[src/rtl/fifo_write_arbiter_if.sv]
// Write-side bundle between the producers, the arbiter and the async FIFO.
// The arbiter connects through the slave modport. The master modport is the
// producer/FIFO view.
// The optional stall_cnt signal exists only when FIFO_ARB_STALL_CNT_EN is defined.
interface fifo_write_arbiter_if #(
    parameter int FIFO_WIDTH = 32,
    parameter int NUM_REQ    = 4
);
    logic [NUM_REQ-1:0]            req;
    logic [NUM_REQ*FIFO_WIDTH-1:0] req_data;
    logic                          full;
    logic                          w_en;
    logic [FIFO_WIDTH-1:0]         data_in;
    logic [NUM_REQ-1:0]            gnt;
    logic                          busy;
`ifdef FIFO_ARB_STALL_CNT_EN
    logic [15:0]                   stall_cnt;

    modport master (output req, req_data, full,
                    input  w_en, data_in, gnt, busy, stall_cnt);
    modport slave  (input  req, req_data, full,
                    output w_en, data_in, gnt, busy, stall_cnt);
`else
    modport master (output req, req_data, full,
                    input  w_en, data_in, gnt, busy);
    modport slave  (input  req, req_data, full,
                    output w_en, data_in, gnt, busy);
`endif
endinterface

[src/rtl/fifo_write_arbiter.sv]
// Round-robin arbiter for the async FIFO write port (wclk domain only).
// Flow: IDLE -> ARB (register winner) -> GRANT (one write per cycle).
// While a write is in progress, the next winner is chosen one cycle ahead. This
// gives sustained one-write-per-cycle throughput.
// Optional: define FIFO_ARB_STALL_CNT_EN to add a saturating stall_cnt output.
// That counter counts GRANT cycles that are blocked by full.
module fifo_write_arbiter #(
    parameter  int FIFO_WIDTH = 32,
    parameter  int NUM_REQ    = 4,
    localparam int IDX_W      = $clog2(NUM_REQ)
) (
    input  logic                 wclk,
    input  logic                 wrst_n,
    fifo_write_arbiter_if.slave  bus
);

    typedef enum logic [1:0] {IDLE, ARB, GRANT} state_t;

    state_t                               state, state_nxt;
    logic [IDX_W-1:0]                     winner, winner_nxt;
    logic [IDX_W-1:0]                     last, last_nxt;
    logic [NUM_REQ-1:0][FIFO_WIDTH-1:0]   data_arr;
    logic [IDX_W:0]                       arb_pick, la_pick;
    logic                                 wr;

    // Pick the first set request after 'base', wrapping modulo NUM_REQ.
    // The result is {found, index}. When excl_base is set, base itself is
    // skipped: a requester that was just served goes behind all the others.
    function automatic logic [IDX_W:0] rr_pick(input logic [NUM_REQ-1:0] r,
                                               input logic [IDX_W-1:0]   base,
                                               input logic               excl_base);
        logic [NUM_REQ-1:0] rot;
        int                 s;
        // rot[k] holds request (base+1+k) mod NUM_REQ.
        rot = NUM_REQ'(({r, r} >> base) >> 1);
        if (excl_base) rot[NUM_REQ-1] = 1'b0;
        rr_pick = '0;
        for (int k = NUM_REQ-1; k >= 0; k--) begin
            if (rot[k]) begin
                s       = (int'(base) + 1 + k) % NUM_REQ;
                rr_pick = {1'b1, IDX_W'(s)};
            end
        end
    endfunction

    assign data_arr = bus.req_data;
    assign arb_pick = rr_pick(bus.req, last, 1'b0);
    assign la_pick  = rr_pick(bus.req, winner, 1'b1);

    // Write only while the winner still requests and the FIFO has room.
    assign wr          = (state == GRANT) && bus.req[winner] && !bus.full;
    assign bus.w_en    = wr;
    assign bus.gnt     = wr ? (NUM_REQ'(1) << winner) : '0;
    assign bus.data_in = (state == GRANT) ? data_arr[winner] : '0;
    assign bus.busy    = (state != IDLE);

    // State, winner and last-served registers.
    always_ff @(posedge wclk or negedge wrst_n) begin
        if (!wrst_n) begin
            state  <= IDLE;
            winner <= '0;
            last   <= IDX_W'(NUM_REQ-1);
        end else begin
            state  <= state_nxt;
            winner <= winner_nxt;
            last   <= last_nxt;
        end
    end

    // Next-state logic: arbitrate, stream grants with look-ahead, stall on full,
    // and abandon the grant if the winner withdraws.
    always_comb begin
        state_nxt  = state;
        winner_nxt = winner;
        last_nxt   = last;
        case (state)
            IDLE: if (|bus.req) state_nxt = ARB;
            ARB: begin
                if (arb_pick[IDX_W]) begin
                    winner_nxt = arb_pick[IDX_W-1:0];
                    state_nxt  = GRANT;
                end else begin
                    state_nxt  = IDLE;
                end
            end
            GRANT: begin
                if (!bus.req[winner]) begin
                    state_nxt = ARB;            // dropped before gnt; last untouched
                end else if (!bus.full) begin
                    last_nxt = winner;
                    if (la_pick[IDX_W]) winner_nxt = la_pick[IDX_W-1:0];
                    else                state_nxt  = IDLE;
                end
            end
            default: state_nxt = IDLE;
        endcase
    end

`ifdef FIFO_ARB_STALL_CNT_EN
    logic [15:0] stall_cnt_q;

    // Saturating count of cycles where the winner is ready but the FIFO is full.
    always_ff @(posedge wclk or negedge wrst_n) begin
        if (!wrst_n)
            stall_cnt_q <= '0;
        else if ((state == GRANT) && bus.full && bus.req[winner] && (stall_cnt_q != 16'hFFFF))
            stall_cnt_q <= stall_cnt_q + 16'd1;
    end

    assign bus.stall_cnt = stall_cnt_q;
`endif

endmodule

[src/flat_wrapper.sv]
// flat-port wrapper written by rule: the top's interface ports become plain ports
module fifo_write_arbiter_flat 
#(
    parameter  int FIFO_WIDTH = 32,
    parameter  int NUM_REQ    = 4,
    localparam int IDX_W      = $clog2(NUM_REQ)
)
  (wclk, wrst_n, bus_req, bus_req_data, bus_full, bus_w_en, bus_data_in, bus_gnt, bus_busy);
  fifo_write_arbiter_if #(.FIFO_WIDTH(FIFO_WIDTH), .NUM_REQ(NUM_REQ)) bus_i ();
  input  logic wclk;
  input  logic wrst_n;
  input wire logic [$bits(bus_i.req)-1:0] bus_req;
  input wire logic [$bits(bus_i.req_data)-1:0] bus_req_data;
  input wire logic [$bits(bus_i.full)-1:0] bus_full;
  output wire logic [$bits(bus_i.w_en)-1:0] bus_w_en;
  output wire logic [$bits(bus_i.data_in)-1:0] bus_data_in;
  output wire logic [$bits(bus_i.gnt)-1:0] bus_gnt;
  output wire logic [$bits(bus_i.busy)-1:0] bus_busy;
  assign bus_i.req = bus_req;
  assign bus_i.req_data = bus_req_data;
  assign bus_i.full = bus_full;
  assign bus_w_en = bus_i.w_en;
  assign bus_data_in = bus_i.data_in;
  assign bus_gnt = bus_i.gnt;
  assign bus_busy = bus_i.busy;
  fifo_write_arbiter #(.FIFO_WIDTH(FIFO_WIDTH), .NUM_REQ(NUM_REQ)) u_core (.wclk(wclk), .wrst_n(wrst_n), .bus(bus_i));
endmodule
[config.mk]
export PLATFORM = sky130hd
export DESIGN_NAME = fifo_write_arbiter_flat
export DESIGN_NICKNAME = d
export VERILOG_FILES = /design/src/rtl/fifo_write_arbiter_if.sv /design/src/rtl/fifo_write_arbiter.sv /design/src/flat_wrapper.sv
export SDC_FILE = /design/constraint.sdc
export NUM_CORES = 1
export LEC_CHECK = 0
export BUFFER_PORTS_ARGS = -buffer_cell sky130_fd_sc_hd__buf_2
export CAP_MARGIN = 20
export CORE_MARGIN = 2
export CORE_UTILIZATION = 31
export CTS_BUF_LIST = sky130_fd_sc_hd__clkbuf_8
export DETAILED_ROUTE_END_ITERATION = 16
export PLACE_DENSITY = 0.76
export SLEW_MARGIN = 20
export SYNTH_ARGS = -nofsm -noshare
export SYNTH_HDL_FRONTEND = slang
export SYNTH_SLANG_ARGS = --single-unit
[constraint.sdc]
create_clock -name wclk -period 4.05 [get_ports wclk]
set_clock_uncertainty 0.05 [all_clocks]
set_input_delay 0.81 -clock wclk [delete_from_list [all_inputs] [get_ports wclk]]
set_output_delay 0.81 -clock wclk [all_outputs]
set_load 0.1 [all_outputs]
# ---- After elaboration in Yosys (flattened, before gate mapping)
# Index checks and enable logic that the tools add are counted.
dict set report op_classes {
  n_mux 24
  n_reduce_logical 10
  n_eq_ne 9
  shifts 3
  bitwise 1
  addsub 7
  order_cmp 1
}
# op n
set op_table {}
lappend op_table {{$bmux 32 s2} 1}
lappend op_table {{$mux 32} 2}
lappend op_table {{$mux 3} 7}
lappend op_table {{$mux 2} 9}
lappend op_table {{$add 2x2->2 const B} 4}
lappend op_table {{$shr 8x2->4} 1}
lappend op_table {{$shr 8x2->5} 1}
lappend op_table {{$add 2x1->2 const B} 3}
lappend op_table {{$ne 2x1->1 const B} 3}
lappend op_table {{$ne 3x3->1 const B} 2}
lappend op_table {{$pmux 2 s3} 1}
lappend op_table {{$reduce_and 3->1} 2}
lappend op_table {{$reduce_and 5->1} 1}
lappend op_table {{$mux 4} 1}
lappend op_table {{$ne 2x2->1 const B} 2}
lappend op_table {{$pmux 2 s2} 1}
lappend op_table {{$reduce_bool 2->1} 2}
lappend op_table {{$reduce_or 4->1} 1}
lappend op_table {{$shl 1x2->4 const A} 1}
lappend op_table {{$lt 2x3->1 const B} 1}
lappend op_table {{$bmux 1 s2} 1}
lappend op_table {{$eq 2x1->1 const B} 1}
lappend op_table {{$eq 2x2->1 const B} 1}
lappend op_table {{$logic_and 1x1->1} 2}
lappend op_table {{4 further kinds} 4}
dict set report word_totals {
  output_inout_bits 38
  elab_cells 58
  in_bits 135
  ff_bits 6
}

# ---- Longest topological paths before layout
# Gate-level depths: netlist (run 1).
dict set report logic_depth {
  word_depth 9
  mapped_depth 8
}

# ---- Worst setup path before layout (run 1)
# OpenSTA, ideal clock, no wires.
dict set report synth_path {
  kind {input-to-output}
  startpoint {input bus_req[2]}
  endpoint {output bus_gnt[0]}
  arrival_time_ps 4425
  path_slack_ps -1235
  required_time_ps 3190
  path_buffers 0
  path_stages 4
  cell_sequence {mux4_1 -> inv_1 -> nor3_1 -> and2_1}
}
dict set report synth_via {
  elab_chain_cells 5
}
# item line_no
set synth_lines {}
lappend synth_lines {{start, declared} flat_wrapper.sv:12} ;# input wire logic [$bits(bus_i.req)-1:0] bus_req;
lappend synth_lines {{$bmux 1 s2} fifo_write_arbiter.sv:51} ;# assign wr = (state == GRANT) && bus.req[winner] && !bus.full;
lappend synth_lines {{$mux 1 (not written as such)} fifo_write_arbiter.sv:51}
lappend synth_lines {{$logic_and 1x1->1 (2 in series)} fifo_write_arbiter.sv:51}
lappend synth_lines {{named net bus_w_en} flat_wrapper.sv:15} ;# output wire logic [$bits(bus_i.w_en)-1:0] bus_w_en;
lappend synth_lines {{$mux 4} fifo_write_arbiter.sv:53} ;# assign bus.gnt = wr ? (NUM_REQ'(1) << winner) : '0;
lappend synth_lines {{end, declared} flat_wrapper.sv:17} ;# output wire logic [$bits(bus_i.gnt)-1:0] bus_gnt;
# The timed path passes the listed nets, and every way through them passes these cells. The select of a mux whose other input is x is not followed.

# ---- Worst setup path after layout (run 1)
dict set report layout_path {
  startpoint {input bus_req[1]}
  endpoint {output bus_gnt[2]}
}
dict set report layout_via {
  elab_chain_cells 5
}
# item line_no
set layout_lines {}
lappend layout_lines {{$bmux 1 s2} fifo_write_arbiter.sv:51}
lappend layout_lines {{$mux 1 (not written as such)} fifo_write_arbiter.sv:51}
lappend layout_lines {{$logic_and 1x1->1 (2 in series)} fifo_write_arbiter.sv:51}
lappend layout_lines {{$mux 4} fifo_write_arbiter.sv:53}
# Every way passes these cells. The select of a mux whose other input is x is not followed.

==> metrics.csv, run 1 <==
metric,value,unit
gpl congestion,0.775,
slowest cell on the critical path,buf_2,
Filler cells,527,
register area,155,µm²
asr flop ratio synth,100,%
crit-path cells,"buf_2, mux4_1, inv_1, nor3_4, and2_1, buf_2",
sequential-to-total area share from yosys stat,8.63,%
CTS tree,yes,
switching power,1.24,mW
post-synthesis register bit count,6,
Switching Fraction,62.0,%
final wirelength,6610,µm
core area,0.00551,mm²
most frequent cell after synthesis,and2_1,
max frequency,307,MHz
final setup fails,0,
startpoint types,input port,
setup TNS after final layout,0,ps
mux cell area share after synthesis,45.4,%
Multi-input gate area,0.00151,mm²
"area leader, netlist",mux4_2,
# resized after CTS,0,
"Slew Viols, Final",0,
Final HPWL DP,5530,µm
Setup CP Type,input port to output pin,
P&R area growth vs syn,54.2,%
largest net degree at the start of global routing,49,
clock buffer count from CTS,3,
synth top area cells,"mux4_2 (42%), and2_1 (13%), dfrtp_1 (5.7%)",
largest family of logic cells by synthesized area,multiplexers,
Worst Max-Slew Pin Slew,582,ps
ANT cells,0,
all-layer global routing usage,19.8,%
Worst Path Required,3190,ps
Final period util,80.5,%
remaining antenna violation count after routing,0,
outcome,"complete, no violations",
"slowest stage delay, CP",420,ps
grt ovf,0,
width of the die,79.5,µm
Post-Synth Adder-Cell Area,5.66,%
DIE AREA,0.00633,mm²
leakage power,1.40,nW
vias in the first global route,2020,
starting density of the core,32.1,%
final worst setup slack,788,ps
synthesized area per cell,10.4,µm²
Internal Power,0.756,mW
crit end category,output pin,
first-pass GRT wire length,9850,µm
post-CTS setup buffers,0,
critical path arrival,2400,ps
critical-path maximum fanout,13,
H-tree depth,1,
clk root buf,clkbuf_8,
syn_nets,313,
yosys warns,0,
initial detailed-routing violation count,80,
via count,2103,
initial antenna violation count,0,
maximum vdd ir drop,0.000608,V
mapped cell area,0.00177,mm²
Post-synth EDFFs,0,
Synth cell types,40,
Cells after Synth,170,
Max Cap Violations,0,
Longest Clk Path Bufs,2,
share of layout cells above drive strength 1,67.4,%
RSZ-0062 raised after global routing,false,
Rows,27,
Top Ports,173,
Synth top cells by count,"and2_1 (36), mux4_2 (33), inv_1 (10)",
Chip Height,79.5,µm
Worst-Skew Late Latency,230,ps
Synth Area in Compound Gates,11.0,%
PwrDens,730,mW/mm²
Hold Buf Count CTS,0,
setup slack at placement,771,ps
simple-gate area share of the yosys netlist,22.3,%
Clock transition at path regs,40,ps
Gate power share,87.0,%
final hold violations,0,
Seq pwr share,8.4,%
cell repeated most along the worst path,buf_2,
Post-Synth XOR/XNOR Area,0,%
"Top FF cell, synth",dfrtp_1,
Tmin final,3260,ps
share of the synthesized area in the top cell type,42.0,%
clock network power share,4.6,%
slew margin rel.,60.8,%
Detailed Routing Iterations Pass 1,4,
drt drc,0,
Min-Delay Path Class,input port to asynchronous set/reset pin,
Via density,5.22,
# nets final,475,
PortBufs,172,
wire length per cell,16.4,µm
Sinks on Clock Net,6,
-- layout by cell type, fill, tap and decap left out, drive strengths merged, types with 2 or more instances in the layout --
| master | instances |
|---|---|
| o21ai | 8 |
| nand2b | 5 |
| dfrtp | 4 |
| nor2 | 3 |
| nor4 | 4 |
| or2 | 2 |
| nor2b | 2 |
| mux2 | 3 |
| clkbuf | 3 |
| a21oi | 3 |
| o22ai | 2 |
| and2 | 36 |
| buf | 175 |
| dfstp | 2 |
| nor3b | 2 |
| a32o | 3 |
| nand2 | 4 |
| inv | 11 |
| mux4 | 34 |
| ha | 8 |
-- worst max-delay path: cells and delay by family --
family / cells / cell delay (ps)
muxes: 1 / 330
and+or+nand+nor: 2 / 530
buffers and inverters: 3 / 730
-- per-stage QoR --
step	instances	total power [mW]	hold WS [ps]	utilization [%]	instance area [µm²]
2_1_floorplan	170	1.61	458	-	1780
3_3_place_gp	399	1.88	496	48.7	2680
3_5_place_dp	399	1.91	499	48.7	2680
4_1_cts	403	2.01	349	49.6	2730
5_1_grt	403	2.11	353	49.6	2730
6_report	403	1.99	346	49.6	2730
-- flip-flops by register name, summed over array words and instances, names as in the netlist --
register and cells:
u_core.last 2, u_core.state 2, u_core.winner 2
-- power groups by stage --
stage / sequential, mW / combinational [mW] / clock, mW
global placement: 0.167 / 1.71 / 0
floorplan: 0.125 / 1.49 / 0
CTS: 0.169 / 1.74 / 0.0938
finish: 0.167 / 1.73 / 0.0925
detailed placement: 0.170 / 1.74 / 0
global route: 0.180 / 1.83 / 0.0982
-- routing by layer --
metal	GRT usage, %	wire [µm]	vias up
met5	0	0	-
met4	5.69	153	0
met3	3.96	578	16
met2	35.6	3450	106
met1	23.9	2430	1000
li1	-	-	981
-- layout make-up --
class / instances / area share [%]
inverter: 10 / 1.38
clock inverter: 1 / 0.138
multi-input combinational: 136 / 55.2
timing repair buffer: 175 / 32.8
sequential: 6 / 5.69
tap: 72 / 3.30
clock buffer: 3 / 1.51
-- logic make-up after synthesis --
logic type      after synthesis
flops                         6
simple gates                 64
compound gates               27
fa+ha+maj                     8
buf+inv                      28
mux                          37
-- worst paths after layout --
path | to | depth (start not counted) | from | slack [ps]
hold reg to reg | u_core.state[0] | 1 | u_core.state[0] | 510
setup reg to reg | u_core.winner[1] | 6 | u_core.winner[0] | 1640
max in group asynchronous | u_core.last[0] | 1 | wrst_n | 3370
setup / recovery | bus_gnt[2] | 6 | bus_req[1] | 790
min in group wclk | u_core.state[0] | 1 | u_core.state[0] | 510
hold / removal | u_core.state[0] | 1 | wrst_n | 350
(Power assumes the default switching activity.)
==> run 2, diff against run 1 <==
==> constraint.sdc (replaced) <==
create_clock -name wclk -period 3.1 [get_ports wclk]
set_clock_uncertainty 0.05 [all_clocks]
set_input_delay 0.62 -clock wclk [delete_from_list [all_inputs] [get_ports wclk]]
set_output_delay 0.62 -clock wclk [all_outputs]
set_load 0.1 [all_outputs]
==> run 2 against run 1 <==
  * Clock-buffer cell count did not move
  * Largest cell class unchanged
  * Routed wire length fell by 0.33%
  * Clock power is 33% higher
  * Die area did not move
  * Register-to-register slack worse by 740 ps
  * Critical path type is now register to output pin
  * Cell count rose by 0.74%
  * Via count rose by 0.43%
  * Worst setup slack worse by 470 ps
  * Core utilization is 1.9 points higher
  * Flip-flop and latch count stayed put
  * Sequential power increased by 28%
==> metrics.csv, run 2 (same netlist as run 1, synthesis figures left out) <==
metric,value,unit
Final HPWL DP,5540,µm
post-CTS setup buffers,0,
wire length per cell,16.2,µm
clk root buf,clkbuf_8,
final setup fails,0,
core area,0.00551,mm²
maximum vdd ir drop,0.000545,V
startpoint types,register,
switching power,1.62,mW
drt drc,0,
Setup CP Type,register to output pin,
remaining antenna violation count after routing,0,
Seq pwr share,8.1,%
Gate power share,87.2,%
Worst-Skew Late Latency,230,ps
Clock transition at path regs,40,ps
# nets final,478,
post-route insts no fill,406,
starting density of the core,32.1,%
critical-path maximum fanout,23,
clock buffer count from CTS,3,
R2R depth,6,
biggest regs,"u_core.last: 2 flops, u_core.state: 2 flops, u_core.winner: 2 flops",
width of the die,79.5,µm
outcome,"complete, no violations",
crit path launch,u_core.winner[0],
Tmin final,2780,ps
PwrDens,933,mW/mm²
"slowest stage delay, CP",620,ps
final wirelength,6580,µm
# resized after CTS,0,
max frequency,360,MHz
RSZ-0062 raised after global routing,false,
Max Cap Violations,0,
leakage power,1.43,nW
H-tree depth,1,
final hold violations,0,
Worst Path Required,2430,ps
slowest cell on the critical path,dfrtp_2,
hold_ws,162,ps
fin area,0.00283,mm²
"CP delay by family, top",flip-flops,
largest net degree at the start of global routing,41,
Rows,27,
all-layer global routing usage,19.8,%
Hold Buf Count CTS,0,
Final period util,89.6,%
crit end category,output pin,
P&R area growth vs syn,60.0,%
Top Ports,173,
share of layout cells above drive strength 1,68.9,%
crit-path cells,"buf_12, mux4_2, and2_1, buf_2",
R2R setup slack,900,ps
DIE AREA,0.00633,mm²
Min-Delay Path Class,input port to asynchronous set/reset pin,
Sinks on Clock Net,6,
ANT cells,0,
Switching Fraction,61.4,%
CP Depth,4,
CTS tree,yes,
Internal Power,1.02,mW
R2R Path Start,u_core.winner[1],
slew margin rel.,60.5,%
"commonest non-fill, non-tap cell in the layout",buf_2,
RR Endpoint,u_core.state[1],
critical path capture point,bus_data_in[25],
gpl congestion,0.883,
Longest Clk Path Bufs,2,
Via density,5.20,
"commonest non-fill, non-tap cells in the layout","buf_2 (167), mux4_2 (33), and2_1 (32)",
CP Buf/Inv Count,2,
initial detailed-routing violation count,50,
Chip Height,79.5,µm
PortBufs,172,
Detailed Routing Iterations Pass 1,4,
"Slew Viols, Final",0,
initial antenna violation count,0,
Worst Max-Slew Pin Slew,587,ps
clock network power share,4.6,%
"Core Util, Final",51.4,%
critical path arrival,2110,ps
setup TNS after final layout,0,ps
first-pass GRT wire length,9990,µm
placed inst area,0.00279,mm²
via count,2112,
grt ovf,0,
vias in the first global route,2080,
placed cells,402,
[run 2: changes by cell type in the layout (fill, tap and decap cells not counted), sizes merged]
cell / before / now
buf: 175 / 178
[run 2: area by class of cell]
class / count / area, µm²
fill: 526 / 2680
multi-input combinational: 136 / 1510
timing repair buffer: 178 / 993
sequential: 6 / 155
tap: 72 / 90.1
clock buffer: 3 / 41.3
inverter: 10 / 37.5
clock inverter: 1 / 3.75
[run 2: layer usage]
metal	vias to the layer above	part of all wire, %	track usage (%)
li1	986	-	-
met1	998	38	23.2
met3	20	8.5	5.32
met2	108	50	34.5
met5	-	0	0
met4	0	3.5	7.41
[run 2: worst min-delay path by stage]
| stage | startpoint | to | slack (ps) | cells past startpoint |
|---|---|---|---|---|
| after global placement | wrst_n | u_core.state[1] | 400 | 1 |
| after detailed placement | wrst_n | u_core.state[1] | 400 | 1 |
| final | wrst_n | u_core.winner[0] | 160 | 1 |
| after CTS | wrst_n | u_core.winner[1] | 160 | 1 |
| after global routing | wrst_n | u_core.winner[0] | 160 | 1 |
| after floorplan | wrst_n | u_core.state[0] | 270 | 0 |
[run 2: worst reg2reg max path, delay by kind of cell (launching register included)]
kind                   cells  cell delay [ps]
and+or+nand+nor            1              540
buffers and inverters      1              230
DFF                        1              420
AOI/OAI and AO/OA          4              840
[run 2: power groups by stage]
stage / logic [mW] / registers, mW / clock network [mW]
after CTS: 2.32 / 0.213 / 0.127
final: 2.30 / 0.214 / 0.123
after global routing: 2.44 / 0.223 / 0.132
after global placement: 2.29 / 0.212 / 0
after floorplan: 1.94 / 0.163 / 0
after detailed placement: 2.32 / 0.213 / 0
[run 2: stage by stage]
stage | setup slack [ps] | power [mW]
final | 323 | 2.64
after global routing | 220 | 2.80
after global placement | 454 | 2.50
after CTS | 296 | 2.66
after floorplan | -12.0 | 2.10
after detailed placement | 408 | 2.53
